`config.mk`:
```
export PLATFORM = sky130hd
export DESIGN_NAME = ir_queue
export DESIGN_NICKNAME = d
export VERILOG_FILES = /design/src/rtl/ir_pkg.sv /design/src/rtl/ir_fifo.sv /design/src/rtl/ir_queue.sv
export SDC_FILE = /design/constraint.sdc
export NUM_CORES = 1
export LEC_CHECK = 0
export CORE_MARGIN = 2
export CORE_UTILIZATION = 50
export CTS_CLUSTER_DIAMETER = 80
export DETAILED_ROUTE_END_ITERATION = 8
export PLACE_DENSITY = 0.77
export REMOVE_ABC_BUFFERS = 1
export SLEW_MARGIN = 20
export SYNTH_ARGS = -nofsm -noshare
export SYNTH_HDL_FRONTEND = slang
export SYNTH_SLANG_ARGS = --single-unit
```
`constraint.sdc`:
```
create_clock -name clk -period 3.2 [get_ports clk]
set_clock_uncertainty 0.2 [all_clocks]
set_input_delay 0.96 -clock clk [delete_from_list [all_inputs] [get_ports clk]]
set_output_delay 0.96 -clock clk [all_outputs]
set_load 0.02 [all_outputs]
```
`src/rtl/ir_pkg.sv`:
```
// ir_pkg: shared default sizes and instruction word layout for ir_queue.
package ir_pkg;
  localparam int BUS_W_DEF = 16;
  localparam int OP_W_DEF = 4;
  localparam int DEPTH_DEF = 4;
  typedef struct packed {
    logic [OP_W_DEF-1:0] opcode;
    logic [BUS_W_DEF-OP_W_DEF-1:0] operand;
  } ir_word_t;
endpackage

```
`src/rtl/ir_fifo.sv`:
```
// ir_fifo: prefetch queue storage, wrapping head/tail pointers and occupancy count.
module ir_fifo #(
  parameter int W = 16,
  parameter int DEPTH = 4,
  localparam int PW = $clog2(DEPTH),
  localparam int CW = $clog2(DEPTH + 1)
) (
  input  logic          clk,
  input  logic          rst_n,
  input  logic          push,
  input  logic          pop,
  input  logic          clr,
  input  logic [W-1:0]  din,
  output logic [W-1:0]  dout,
  output logic [CW-1:0] count,
  output logic          full,
  output logic          empty
);
  logic [W-1:0] mem [DEPTH];
  logic [PW-1:0] head, tail;
  always_ff @(negedge clk or negedge rst_n)
    if (!rst_n) begin
      head <= '0;
      tail <= '0;
      count <= '0;
    end else if (clr) begin
      head <= '0;
      tail <= '0;
      count <= '0;
    end else begin
      if (push) tail <= tail + PW'(1);
      if (pop) head <= head + PW'(1);
      count <= count + CW'(push) - CW'(pop);
    end
  // storage is never reset; count alone decides what is live
  always_ff @(negedge clk)
    if (push) mem[tail] <= din;
  assign dout = mem[head];
  assign full = count == CW'(DEPTH);
  assign empty = count == '0;
endmodule

```
`src/rtl/ir_queue.sv`:
```
// ir_queue: instruction prefetch queue feeding an instruction register, falling-edge clocked.
// Optional IR_PARITY_EN adds per-entry even parity and the ir_parity_err output.
module ir_queue
  import ir_pkg::*;
#(
  parameter int BUS_W = BUS_W_DEF,
  parameter int OP_W = OP_W_DEF,
  parameter int DEPTH = DEPTH_DEF,
  localparam int CW = $clog2(DEPTH + 1)
) (
  input  logic              clk,
  input  logic              rst_n,
  input  logic              load,
  input  logic [BUS_W-1:0]  bus,
  input  logic              advance,
  input  logic              flush,
  output logic [OP_W-1:0]   ir_opcode,
  output logic [BUS_W-OP_W-1:0] ir_operand,
  output logic              ir_valid,
  output logic [CW-1:0]     count,
  output logic              full,
  output logic              empty,
  output logic              overflow
`ifdef IR_PARITY_EN
  , output logic            ir_parity_err
`endif
);
`ifdef IR_PARITY_EN
  localparam int W = BUS_W + 1;
  logic [W-1:0] din;
  assign din = {^bus, bus};
`else
  localparam int W = BUS_W;
  logic [W-1:0] din;
  assign din = bus;
`endif
  logic [W-1:0] head;
  logic [BUS_W-1:0] ir;
  logic pop, push;
  assign pop = advance && !empty && !flush;
  // a full queue still accepts a word when the head leaves on the same edge
  assign push = load && !flush && (!full || advance);
  ir_fifo #(.W(W), .DEPTH(DEPTH)) u_fifo (
    .clk(clk), .rst_n(rst_n), .push(push), .pop(pop), .clr(flush),
    .din(din), .dout(head), .count(count), .full(full), .empty(empty)
  );
  always_ff @(negedge clk or negedge rst_n)
    if (!rst_n) begin
      ir <= '0;
      ir_valid <= 1'b0;
      overflow <= 1'b0;
    end else begin
      if (pop) ir <= head[BUS_W-1:0];
      ir_valid <= flush ? 1'b0 : advance ? !empty : ir_valid;
      overflow <= flush ? 1'b0 : (load && full && !advance) ? 1'b1 : overflow;
    end
`ifdef IR_PARITY_EN
  always_ff @(negedge clk or negedge rst_n)
    if (!rst_n) ir_parity_err <= 1'b0;
    else ir_parity_err <= flush ? 1'b0 : pop ? ^head : ir_parity_err;
`endif
  assign ir_opcode = ir[BUS_W-1 -: OP_W];
  assign ir_operand = ir[BUS_W-OP_W-1:0];
endmodule

```
==> results of run 1 <==
==> layout by cell type (no fill, tap or decap), types with 2 or more instances in the layout <==
cell type and n:
buf_8 3, mux2_4 16, ha_1 5, a21oi_2 2
clkdlybuf4s50_1 17, buf_6 35, dfrtn_1 25, buf_4 26
inv_2 3, and2_4 4, clkbuf_8 9, xor2_1 3
inv_6 3, nor2_1 5, buf_16 2, mux4_2 16
buf_12 4, edfxtp_1 64, inv_1 67
==> cell type report <==
| class | instances | area (µm²) |
|---|---|---|
| clock inverter | 70 | 305 |
| timing repair buffer | 88 | 950 |
| sequential | 89 | 2550 |
| tap | 96 | 120 |
| fill | 400 | 1710 |
| clock buffer | 10 | 149 |
| multi-input combinational | 68 | 995 |
| inverter | 6 | 22.5 |
==> flip-flops by register name, indices dropped and copies added (netlist names) <==
signal        count
u_fifo.count      3
ir_valid          1
u_fifo.mem       64
u_fifo.head       2
u_fifo.tail       2
ir               16
overflow          1
==> final timing paths <==
check / from / end / slack (ns) / cells after the start
max: flush / u_fifo.count[1] / -0.77 / 8
min: ir[12] / ir[12] / 0.29 / 1
max reg2reg: u_fifo.count[0] / u_fifo.count[1] / 0.68 / 10
min reg2reg: ir[12] / ir[12] / 0.29 / 1
max in group asynchronous: rst_n / ir[10] / 0.35 / 2
min in group asynchronous: rst_n / ir[6] / 2.26 / 2
==> timing repair <==
action | in CTS | in global routing
hold buffers | 0 | 0
pin swaps | 14 | 5
buffers inserted | 13 | 8
gates cloned | 2 | 0
setup endpoints to repair | 112 | 111
gates resized for setup | 197 | 7
==> stage by stage <==
stage	area, µm²	cells	utilization	TNS (ns)
floorplan	3450	164	-	-65.38
detailed placement	4240	330	0.624	-149.68
global route	5090	427	0.749	-59.08
finish	5090	427	0.749	-57.88
CTS	5020	421	0.738	-53.11
global placement	4240	330	0.624	-144.84
==> critical path, cell delays in order <==
cell and delay [ns]:
buf_8 0.10, nor3b_4 0.22, ha_1 0.29, inv_2 0.07, ha_4 0.12, inv_2 0.03, fa_2 0.52, nor2_2 0.04
==> power breakdown <==
group	total, mW	switching, mW	internal (mW)
sequential	1.57	0.152	1.42
clock	1.13	0.617	0.517
combinational	1.36	0.535	0.828
==> layer usage <==
| metal | global-route usage | vias up | routed length, µm |
|---|---|---|---|
| li1 | - | 970 | - |
| met1 | 0.274 | 1061 | 3030 |
| met2 | 0.391 | 64 | 4110 |
| met3 | 0.0396 | 10 | 326 |
| met4 | 0.0769 | 0 | 126 |
| met5 | 0 | - | 0 |
==> synthesized netlist by cell type <==
master / number / area, µm²
clkbuf_1: 2 / 7.51
o21ai_0: 1 / 5.00
mux2_4: 7 / 105
edfxtp_1: 64 / 1920
buf_6: 3 / 33.8
nor3b_4: 1 / 18.8
dfrtn_1: 25 / 626
nor2b_1: 1 / 6.26
nor3_2: 2 / 20.0
inv_1: 7 / 26.3
and2_1: 4 / 25.0
xnor2_1: 1 / 8.76
nand2b_1: 1 / 6.26
or3_1: 1 / 6.26
xor2_1: 3 / 26.3
fa_1: 1 / 20.0
nor2_1: 6 / 22.5
nor4b_2: 1 / 15.0
mux2_1: 2 / 22.5
mux2_2: 8 / 90.1
o31ai_1: 1 / 7.51
o311ai_0: 1 / 8.76
ha_1: 6 / 75.1
nor3b_1: 1 / 7.51
mux4_2: 16 / 360
a21oi_1: 3 / 15.0
buf_2: 1 / 5.00
==> logic make-up (layout without fill, tap and decap cells) <==
kind of cell,Yosys count,after routing,synth area share
buffers and inverters,13,174,0.0208
muxes,33,33,0.166
and+or+nand+nor,18,18,0.0365
adders and majority gates,7,7,0.0272
AOI/OAI and AO/OA,6,6,0.0104
DFF,89,89,0.729
xor gates and xnor gates,4,4,0.0100
==> results by group, run 1 <==
Clocking
  – CTS H-tree lvls: 3
  – Clock Tree Buf Depth: 2
  – Clock root buffer: clkbuf_8
  – CTS tree: done
  – Sink Count: 89
  – Worst-skew pair later-pin latency: approximately 0.40 ns
  – TritonCTS buffer count: 9
  – Clock-pin slew on the worst setup and hold paths: roughly 0.06 ns

Place
  – DP HPWL: 4110 µm
  – # port buffers: 43
  – DP Worst Slack: -1.47 ns
  – GP Congestion: 0.750

Drt
  – Avg WL per Cell: 17.8 µm
  – Routed wire length: 7600 µm
  – Pre-antenna DRT Iters: 4
  – Via-to-Cell Ratio: 4.93
  – Via count: between 2,000 and 2,500
  – DR DRC count: 0
  – DR iter-0 viols: 93
  – Routed Antenna Nets: 0

Power and ir drop
  – Total Power: about 4.1 mW
  – PD cells: 800 mW/mm²
  – Max VDD drop: approximately 530 µV
  – Leak: 2.19 nW

GRT
  – Number of global-route vias before repair: between 2,000 and 2,500
  – All-Layer GR Usage: 0.221
  – Number of antenna violations at the first check in global routing: 0
  – Maximum number of pins on one net before global-route repair: 26
  – Grt ovf: 0
  – Global-route wire length before repair: 12,100 µm

Worst setup path
  – CP arrival: 2.37 ns
  – WS Path Type: in -> reg
  – Crit path max fanout: 2
  – Critical Path Source Type: input pin
  – Required time of the critical path: approximately 1.6 ns
  – CP endpoint kind: flop

Yosys
  – Ys Warns: 0
  – Synthesized area per cell: 20.5 µm²
  – Netlist cell types: 27
  – Seq cells post-synth: 89
  – Mapped cell area: 0.00349 mm²
  – Post-synthesis sequential area ratio: 0.729
  – Cells after Synth: 170

Finish
  – Ratio of cells with drive above 1 in the final layout: 0.420
  – Area Growth Syn to Fin: 45.7%
  – N_diodes: 0
  – NumNets Final: 354

Die
  – Effective utilization at floorplan: 0.514
  – # rows: 30
  – # IOs: 44
  – Vert. Die Dim: 87.6 µm
  – Die W: 87.6 µm
  – Die area: roughly 0.0077 mm²
  – Core area: 0.00679 mm²

STA
  – Max-slew violation count: 0
  – Hold Fails Final Rpt: 0
  – RSZ-0062 raised after global routing: true
  – Hold WS: 0.287 ns
  – Final setup vio count: 110
  – Actual transition at the worst max-transition pin: 0.823 ns
  – Max-Slew Margin vs Limit: 0.451
  – Setup ws final: -0.773 ns

Status
  – Failing checks: negative setup slack
  – Outcome: complete, but fails checks

Flow run
  – MaxCap Viol Count: 0

Hold path
  – Hold crit path type: reg -> reg
No activity file was read; power rests on OpenSTA's default activity.
==> inputs of run 2 (changes only) <==
--- a/config.mk
+++ b/config.mk
@@ -6,10 +6,10 @@
 export NUM_CORES = 1
 export LEC_CHECK = 0
 export CORE_MARGIN = 2
-export CORE_UTILIZATION = 50
+export CORE_UTILIZATION = 30
 export CTS_CLUSTER_DIAMETER = 80
 export DETAILED_ROUTE_END_ITERATION = 8
-export PLACE_DENSITY = 0.77
+export PLACE_DENSITY = 0.52
 export REMOVE_ABC_BUFFERS = 1
 export SLEW_MARGIN = 20
 export SYNTH_ARGS = -nofsm -noshare
==> constraint.sdc (replaced) <==
create_clock -name clk -period 4.4 [get_ports clk]
set_clock_uncertainty 0.2 [all_clocks]
set_input_delay 1.32 -clock clk [delete_from_list [all_inputs] [get_ports clk]]
set_output_delay 1.32 -clock clk [all_outputs]
set_load 0.02 [all_outputs]
==> results by group, run 2 (synthesis results as in run 1) <==
Status
  – Outcome: complete, but fails checks (unchanged)
  – Failing checks: negative setup slack (unchanged)

Die
  – Die W: 112 µm (was 87.6 µm)
  – # rows: 39 (was 30)
  – Effective utilization at floorplan: 0.307 (was 0.514)
  – Core area: 0.0114 mm² (was 0.00679 mm²)
  – Die area: 0.0125 mm² (was 0.00767 mm²)
  – # IOs: 44 (unchanged)
  – Vert. Die Dim: 112 µm (was 87.6 µm)

Worst setup path
  – CP cell instances: buf_8, nor3b_4, ha_1, inv_2, ha_4, inv_2, fa_2, nor2_1 (was buf_8, nor3b_4, ha_1, inv_2, ha_4, inv_2, fa_2, nor2_2)
  – WS Path Type: in -> reg (unchanged)
  – CP bufs+invs: 3 (unchanged)
  – Crit path largest cell delay: 0.51 ns (was 0.52 ns)
  – CP arrival: 2.67 ns (was 2.37 ns)
  – Required time of the critical path: 2.20 ns (was 1.59 ns)
  – Crit path max fanout: 2 (unchanged)
  – Critical Path Source Type: input pin (unchanged)
  – Top cell family by delay on the critical path: adder cells (unchanged)
  – CP max-delay cell: fa_2 (unchanged)
  – Most used cell, CP: inv_2 (unchanged)
  – CP endpoint kind: flop (unchanged)

Drt
  – Via count: 2,029 (was 2,105)
  – Routed wire length: 6900 µm (was 7600 µm)
  – Via-to-Cell Ratio: 4.27 (was 4.93)
  – Pre-antenna DRT Iters: 4 (unchanged)
  – DR DRC count: 0 (unchanged)
  – DR iter-0 viols: 39 (was 93)
  – Routed Antenna Nets: 0 (unchanged)
  – Avg WL per Cell: 14.5 µm (was 17.8 µm)

Power and ir drop
  – PD cells: 601 mW/mm² (was 800 mW/mm²)
  – Total Power: 3.11 mW (was 4.07 mW)
  – Max VDD drop: 247 µV (was 532 µV)
  – Leak: 2.23 nW (was 2.19 nW)

Finish
  – # fillers: 1,032 (was 400)
  – Commonest non-fill, non-tap cells in the layout: inv_1, edfxtp_1, buf_6 (unchanged)
  – Reg with most FFs: u_fifo.mem (unchanged)
  – Area Growth Syn to Fin: 48.4% (was 45.7%)
  – Reg area: 0.00255 mm² (unchanged)
  – Post-route insts no fill: 475 (was 427)
  – Largest register FFs: 64 (unchanged)
  – NumNets Final: 355 (was 354)
  – Area of the multi-input gates: 955 µm² (was 995 µm²)
  – Biggest regs: u_fifo.mem: 64 flops, ir: 16 flops, u_fifo.count: 3 flops (unchanged)
  – N_diodes: 0 (unchanged)
  – Final core occ: 0.456 (was 0.749)
  – Ratio of cells with drive above 1 in the final layout: 0.404 (was 0.420)
  – Most common cell after layout, fill and taps aside: inv_1 (unchanged)

Clocking
  – CTS H-tree lvls: 3 (unchanged)
  – Clock Tree Buf Depth: 2 (unchanged)
  – Clock root buffer: clkbuf_16 (was clkbuf_8)
  – TritonCTS buffer count: 9 (unchanged)
  – Sink Count: 89 (unchanged)
  – Clock-pin slew on the worst setup and hold paths: 0.05 ns (was 0.06 ns)
  – Worst-skew pair later-pin latency: 0.40 ns (about the same)
  – CTS tree: done (unchanged)

GRT
  – GRT Max-Usage Layer: met2 (unchanged)
  – All-Layer GR Usage: 0.114 (was 0.221)
  – Number of antenna violations at the first check in global routing: 0 (unchanged)
  – Met1 Usage GRT: 0.141 (was 0.274)
  – Grt ovf: 0 (unchanged)
  – Maximum number of pins on one net before global-route repair: 26 (unchanged)
  – Global-route wire length before repair: 10,700 µm (was 12,100 µm)
  – Number of global-route vias before repair: 2,026 (was 2,313)
  – M3 GR Usage: 0.0261 (was 0.0396)
  – GR Layer Usage met2: 0.196 (was 0.391)

STA
  – Actual transition at the worst max-transition pin: 0.848 ns (was 0.823 ns)
  – Hold WS: 0.259 ns (was 0.287 ns)
  – Max-Slew Margin vs Limit: 0.435 (was 0.451)
  – Max-slew violation count: 0 (unchanged)
  – Hold Fails Final Rpt: 0 (unchanged)
  – RSZ-0062 raised after global routing: true (unchanged)
  – Final setup vio count: 108 (was 110)
  – Setup ws final: -0.470 ns (was -0.773 ns)

Place
  – # port buffers: 43 (unchanged)
  – Post-Place Cells: 376 (was 330)
  – DP HPWL: 4150 µm (was 4110 µm)
  – GP Congestion: 0.716 (was 0.750)
  – DP Worst Slack: -1.27 ns (was -1.47 ns)

Hold path
  – Hold crit path type: reg -> reg (unchanged)

Flow run
  – MaxCap Viol Count: 0 (unchanged)
-- run 2: changes by cell type in the layout (fill, tap and decap cells not counted), moves of 2 or more --
cell and change:
a21oi_2 -2, buf_6 -2, a21oi_1 +2, clkbuf_8 -9
buf_4 +5, buf_12 -2, clkbuf_16 +8
-- run 2: metal layers --
layer | wire [µm] | up-vias
met2 | 3540 | 27
met5 | 0 | -
met1 | 3050 | 1023
met4 | 76 | 0
met3 | 225 | 4
li1 | - | 975
-- run 2: area by class of cell --
cell class | instances | share of cell area
Sequential cell | 89 | 0.492
Timing Repair Buffer | 89 | 0.176
Clock inverter | 71 | 0.0657
Clock buffer | 9 | 0.0435
Inverter | 6 | 0.00435
Multi-Input combinational cell | 68 | 0.184
Tap cell | 143 | 0.0345
-- run 2: where the power goes --
part / switching, mW / leakage [nW] / internal [mW]
Sequential: 0.0881 / 0.892 / 1.03
Combinational: 0.372 / 0.840 / 0.582
Clock: 0.454 / 0.502 / 0.581
-- run 2: per-stage QoR --
stage	setup TNS (ns)	area [µm²]
2_1_floorplan	-43.02	3450
3_3_place_gp	-104.03	4260
3_5_place_dp	-104.86	4260
4_1_cts	-27.71	5090
5_1_grt	-34.45	5180
6_report	-30.93	5180
-- run 2: final timing paths --
kind | endpoint | slack, ns | startpoint | cells past startpoint
max | u_fifo.count[1] | -0.47 | flush | 8
min | ir[3] | 0.26 | ir[3] | 1
max reg2reg | u_fifo.count[1] | 1.95 | u_fifo.count[1] | 10
min reg2reg | ir[3] | 0.26 | ir[3] | 1
max in group asynchronous | ir[13] | 0.58 | rst_n | 2
min in group asynchronous | u_fifo.count[0] | 3.22 | rst_n | 2
-- run 2: timing repair --
item / in CTS / in global routing
gates cloned: 3 / 0
buffers inserted: 9 / 12
pin swaps: 14 / 5
endpoints found under the setup margin: 111 / 108
resized for setup: 193 / 5
hold buffers: 0 / 0
